==> src/rtl/multi_edge_detector.sv <==
// Multi-channel edge detector: per-channel synchroniser, debounce filter, edge qualification,
// sticky pending/overrun flags and a maskable OR-reduced interrupt.
module multi_edge_detector #(
  parameter int unsigned CHANNELS    = 4,
  parameter int unsigned SYNC_STAGES = 2,
  parameter int unsigned FILTER_LEN  = 4
) (
  input  logic                  clk,
  input  logic                  reset_n,
  input  logic [CHANNELS-1:0]   sig_in_i,
  input  logic [2*CHANNELS-1:0] mode_i,
  input  logic [CHANNELS-1:0]   clr_i,
  input  logic [CHANNELS-1:0]   irq_en_i,
  output logic [CHANNELS-1:0]   level_o,
  output logic [CHANNELS-1:0]   edge_pulse_o,
  output logic [CHANNELS-1:0]   pending_o,
  output logic [CHANNELS-1:0]   overrun_o,
  output logic                  irq_o
);

  localparam int unsigned CntW = $clog2(FILTER_LEN + 1);
  localparam logic [CntW-1:0] CntMax = CntW'(FILTER_LEN - 1);

  for (genvar g = 0; g < CHANNELS; g++) begin : g_ch
    logic [SYNC_STAGES-1:0] sync_q;
    logic                   sync_lvl;
    logic [CntW-1:0]        cnt_q, cnt_d;
    logic                   level_q, level_d;
    logic                   event_q, event_d;
    logic                   pulse_q;
    logic                   pending_q, pending_d;
    logic                   overrun_q, overrun_d;

    assign sync_lvl = sync_q[SYNC_STAGES-1];

    always_comb begin
      cnt_d     = cnt_q;
      level_d   = level_q;
      event_d   = 1'b0;
      if (sync_lvl == level_q) begin
        cnt_d = '0;
      end else if (cnt_q == CntMax) begin
        level_d = sync_lvl;
        cnt_d   = '0;
        // mode is qualified on the edge where level itself changes
        event_d = sync_lvl ? mode_i[2*g] : mode_i[2*g+1];
      end else begin
        cnt_d = cnt_q + 1'b1;
      end
      // A new event beats a simultaneous clear
      pending_d = pulse_q | (pending_q & ~clr_i[g]);
      overrun_d = (pulse_q & pending_q) | (overrun_q & ~clr_i[g]);
    end

    always_ff @(posedge clk or negedge reset_n) begin
      if (!reset_n) begin
        sync_q    <= '0;
        cnt_q     <= '0;
        level_q   <= 1'b0;
        event_q   <= 1'b0;
        pulse_q   <= 1'b0;
        pending_q <= 1'b0;
        overrun_q <= 1'b0;
      end else begin
        sync_q    <= {sync_q[SYNC_STAGES-2:0], sig_in_i[g]};
        cnt_q     <= cnt_d;
        level_q   <= level_d;
        event_q   <= event_d;
        pulse_q   <= event_q;
        pending_q <= pending_d;
        overrun_q <= overrun_d;
      end
    end

    assign level_o[g]      = level_q;
    assign edge_pulse_o[g] = pulse_q;
    assign pending_o[g]    = pending_q;
    assign overrun_o[g]    = overrun_q;
  end

  assign irq_o = |(pending_o & irq_en_i);

endmodule

==> config.mk <==
export PLATFORM = sky130hd
export DESIGN_NAME = multi_edge_detector
export DESIGN_NICKNAME = d
export VERILOG_FILES = /design/src/rtl/multi_edge_detector.sv
export SDC_FILE = /design/constraint.sdc
export NUM_CORES = 1
export LEC_CHECK = 0
export BUFFER_PORTS_ARGS = -buffer_cell sky130_fd_sc_hd__buf_2
export CORE_ASPECT_RATIO = 0.5
export CORE_MARGIN = 2
export CORE_UTILIZATION = 51
export DETAILED_ROUTE_END_ITERATION = 10
export PLACE_DENSITY_LB_ADDON = 0.1
export SLEW_MARGIN = 20
export SYNTH_ARGS = -nofsm -noshare
export SYNTH_HDL_FRONTEND = slang
export SYNTH_SLANG_ARGS = --single-unit
==> constraint.sdc <==
create_clock -name clk -period 1.5 [get_ports clk]
set_input_delay 0.075 -clock clk [delete_from_list [all_inputs] [get_ports clk]]
set_output_delay 0.075 -clock clk [all_outputs]
set_load 0.01 [all_outputs]
# Word-level counts from Yosys, hierarchy flattened
# Index checks and enable logic that the tools add are counted.
[word_totals]
reg_bits = 40
in_bits = 22
out_inout_bits = 17
wordCells = 94
[classes]
add_sub_neg = 4
n_eq_ne = 8
mux = 20
bitwise_logic = 29
reduce_logical = 5
[ops]
columns = ["operator", "n"]
rows = [
  ["$mux W3", 8],
  ["$add A3 B1 Y3 const B", 4],
  ["$and A1 B1 Y1", 12],
  ["$eq A3 B2 Y1 const B", 4],
  ["$mux W1", 12],
  ["$not A1 Y1", 8],
  ["$or A1 B1 Y1", 8],
  ["$reduce_and A2 Y1", 4],
  ["$and A4 B4 Y4", 1],
  ["$eq A1 B1 Y1", 4],
  ["$reduce_or A4 Y1", 1],
]

# Logic depth before layout (Yosys ltp)
[depth]
word_depth = 3
ltp_mapped = 3
depth_no_buf = 3

# Worst setup path before layout
# OpenSTA, ideal clock, no wires.
[synth_timing]
kind = "flip-flop to flip-flop"
from = "register g_ch[0].cnt_q[0]"
to = "register g_ch[0].level_q"
setup_ns = 0.125
arrival_time_ns = 0.962
t_required_ns = 1.375
slack_ns = 0.414
stages_incl_launch_ff = 4
path_buffers = 0
period_less_slack_ns = 1.086
path_cell_list = "dfrtp_1 ha_1 nor2b_4 mux2_2"
[synth_via]
elab_chain_len = 2
[synth_lines]
columns = ["item", "line", "rtl"]
rows = [
  ["from (decl)", "27", "logic [CntW-1:0] cnt_q, cnt_d;"],
  ["from (signal assigned)", "66", "cnt_q <= cnt_d;"],
  ["$eq A3 B2 Y1", "42", "end else if (cnt_q == CntMax) begin"],
  ["$reduce_and A2 Y1 (no source line)", "-", ""],
  ["to (signal assigned)", "67", "level_q <= level_d;"],
  ["to (decl)", "28", "logic level_q, level_d;"],
]
# Every way passes these cells.
# A chain may end at the register's enable or synchronous reset.

# Worst setup path in the final report
[layout_timing]
from = "register g_ch[1].cnt_q[0]"
to = "register g_ch[1].level_q"
[layout_via]
elab_chain_len = 2
[layout_lines]
columns = ["item", "line"]
rows = [
  ["from (decl)", "27"],
  ["from (signal assigned)", "66"],
  ["$eq A3 B2 Y1", "42"],
  ["$reduce_and A2 Y1 (no source line)", "-"],
  ["to (signal assigned)", "67"],
  ["to (decl)", "28"],
]
# Every way passes these cells.

==> qor.txt <==
YS warnings = 0
routability cong. = 0.682
critical path class = flip-flop to flip-flop
post-route cell area = 1840 sq um
Cells after Synth = 111
starting density of the core = 52.9%
Crit. End Element = flip-flop
Synth-to-Final Area Change = 17.0%
die height = 43.3 microns
Startpoint Class = flip-flop
die area = 3570 sq um
H-Tree Depth = 2
DRC viols = 0
CTS clk-pin slew, worst paths = 70 ps
Setup-failing EPs final = 0
IO Pins = 39
Worst Max-Slew Pin Slew = 491 ps
dpl cell area = 1700 sq um
CTS Sinks = 40
Syn Std Cell Area = 1570 sq um
first-pass GRT wire length = 3450 microns
Buf+Inv Stages, Crit Path = 0
top cell type's share of synthesized area = 63.6%
hpwl dp = 1560 microns
clk buf depth = 2
first-pass iteration count of the detailed router = 3
core area = 2980 sq um
share of layout cells above drive strength 1 = 36.1%
Post-CTS Repair Setup Buffers = 0
combinational power share = 21.3%
clock latency on the worst-skew pair = 280 ps
grt total ovfl = 0
Synth Area per Inst = 14.2 sq um
pre-CTS setup slack = 334 ps
via count = 879
gr usage total = 13.9%
Worst EP arrival = 1340 ps
fin nets = 172
initial antenna violation count = 0
RSZ-0062 raised after global routing = no
n_diodes = 0
min-delay src = mode_i[5]
maximum clock rate = 856 MHz
Clk network pwr share = 26.5%
fin crit period = 1170 ps
starting DRC count in detailed routing = 18
switch share = 26.8%
Final ANT Viol Nets = 0
Crit Reg-Reg Startpoint = g_ch[1].cnt_q[0]
CTS tree = done
clk root buf = clkbuf_8
VDD IR-drop max = 0.707 mV
width of the die = 82.6 microns
fin worst setup slack = 332 ps
wire per inst = 11.8 microns
fraction of the yosys area taken by sequential cells = 63.6%
Fin Setup TNS = 0 ps
proportion of power drawn by flip-flops and latches = 52.2%
clk_skew = 3.10 ps
FF+latch count, synth = 40
Worst path slowest cell = dfrtp_1
Final period util = 77.9%
HP Class = primary input to flip-flop
number of global-route vias before repair = 801
number of core rows = 14
Pint = 1950 uW
CP Cell Sequence = ha_1, nor2b_4, mux2_2
Net Count, Synth = 137
dominant cell type by area after synthesis = dfrtp_1
CTS resizes = 0
Worst Setup SP = g_ch[1].cnt_q[0]
sw power = 714 uW
Routed WL = 2210 microns
Pins Over Slew Limit = 0
max-cap viol count = 0
pin count of the biggest net entering global routing = 24
status = finished clean
Top Family by Delay on Critical Path = flip-flops
Synth area leaders = dfrtp_1, buf_4, nand3b_1
Cell variety after synth = 16
CTS buffer count = 5
hold buffer count at CTS = 5
Vias/cell = 4.70
Port Buf Inserts = 38
Fin. Hold Viols = 0
Pwr Density = 1450 nW/um^2
Max FO, Critical Path = 4
Leak = 0.000963 uW
Crit path required time = 1670 ps
delay of the slowest critical-path stage = 370 ps
Rel. slew slack = 67.3%
cell families (layout without fill, tap and decap cells):
family / count (synthesis) / count (layout) / share of synthesized area, %
simple gates: 25 / 25 / 12.6
buf+inv: 20 / 56 / 8.59
flops: 40 / 40 / 63.6
fa+ha+maj: 4 / 4 / 3.18
compound gates: 14 / 14 / 6.99
xor+xnor: 4 / 4 / 2.23
mux: 4 / 4 / 2.86
layout by cell type (no fill, tap or decap), drive strengths merged:
cell         netlist  layout
inv                4       4
clkbuf             0       8
dfrtp             40      40
buf               16      39
nand3b             8       8
nor3               4       4
a21o               4       4
a22oi              2       2
a22o               4       4
nor2b              5       5
xnor2              4       4
ha                 4       4
nand2              1       1
mux2               4       4
nor3b              7       7
a21boi             4       4
dlygate4sd3        0       5
flip-flops by register name, indices dropped and copies added, names as in the netlist:
signal / cells
g_ch.cnt_q: 12
g_ch.sync_q: 8
g_ch.pulse_q: 4
g_ch.overrun_q: 4
g_ch.event_q: 4
g_ch.pending_q: 4
g_ch.level_q: 4
metal layers:
layer | part of all wire, % | up-vias | track usage (%)
met2 | 40 | 33 | 19.7
met3 | 8.0 | 7 | 5.74
li1 | - | 432 | -
met1 | 51 | 407 | 18.1
met5 | 0 | - | 0
met4 | 1.8 | 0 | 7.87
synth_stat cells (all sizes together):
cell / instances
a21boi: 4
a21o: 4
a22o: 4
a22oi: 2
buf: 16
dfrtp: 40
ha: 4
inv: 4
mux2: 4
nand2: 1
nand3b: 8
nor2b: 5
nor3: 4
nor3b: 7
xnor2: 4
worst register-to-register path: stages, from the launching register on:
cell	delay, ps
dfrtp_1	370
ha_1	170
nor2b_4	180
mux2_2	340
metrics by stage:
| step | total power, uW | util (%) | hold WS (ps) | cells |
|---|---|---|---|---|
| 2_1_floorplan | 1870 | - | -221 | 111 |
| 3_3_place_gp | 1950 | 57.1 | 63.8 | 174 |
| 3_5_place_dp | 1980 | 57.1 | 66.2 | 174 |
| 4_1_cts | 2720 | 61.8 | 49.0 | 187 |
| 5_1_grt | 2850 | 61.8 | 71.4 | 187 |
| 6_report | 2670 | 61.8 | 59.9 | 187 |
power groups by stage:
stage                     logic, uW  clock network (uW)  registers (uW)
final                           570                 706            1390
after detailed placement        570                   0            1410
after CTS                       583                 742            1390
after global routing            651                 778            1420
after floorplan                 492                   0            1380
after global placement          552                   0            1400
path summary, 6_finish.rpt:
kind	end	slack [ps]	depth (start not counted)
setup / recovery	g_ch[1].level_q	330	3
hold / removal	g_ch[2].event_q	60	3
setup reg to reg	g_ch[1].level_q	330	3
hold reg to reg	g_ch[2].pulse_q	350	0
max in group asynchronous	g_ch[0].sync_q[1]	600	3
min in group asynchronous	g_ch[2].overrun_q	290	2
layout make-up:
| class | instances | area, sq um |
|---|---|---|
| multi-input combinational | 51 | 438 |
| clock buffer | 8 | 90.1 |
| timing repair buffer | 44 | 248 |
| inverter | 4 | 15.0 |
| fill | 239 | 1140 |
| sequential | 40 | 1000 |
| tap | 40 | 50.0 |
No activity file was read; power rests on OpenSTA's default activity.
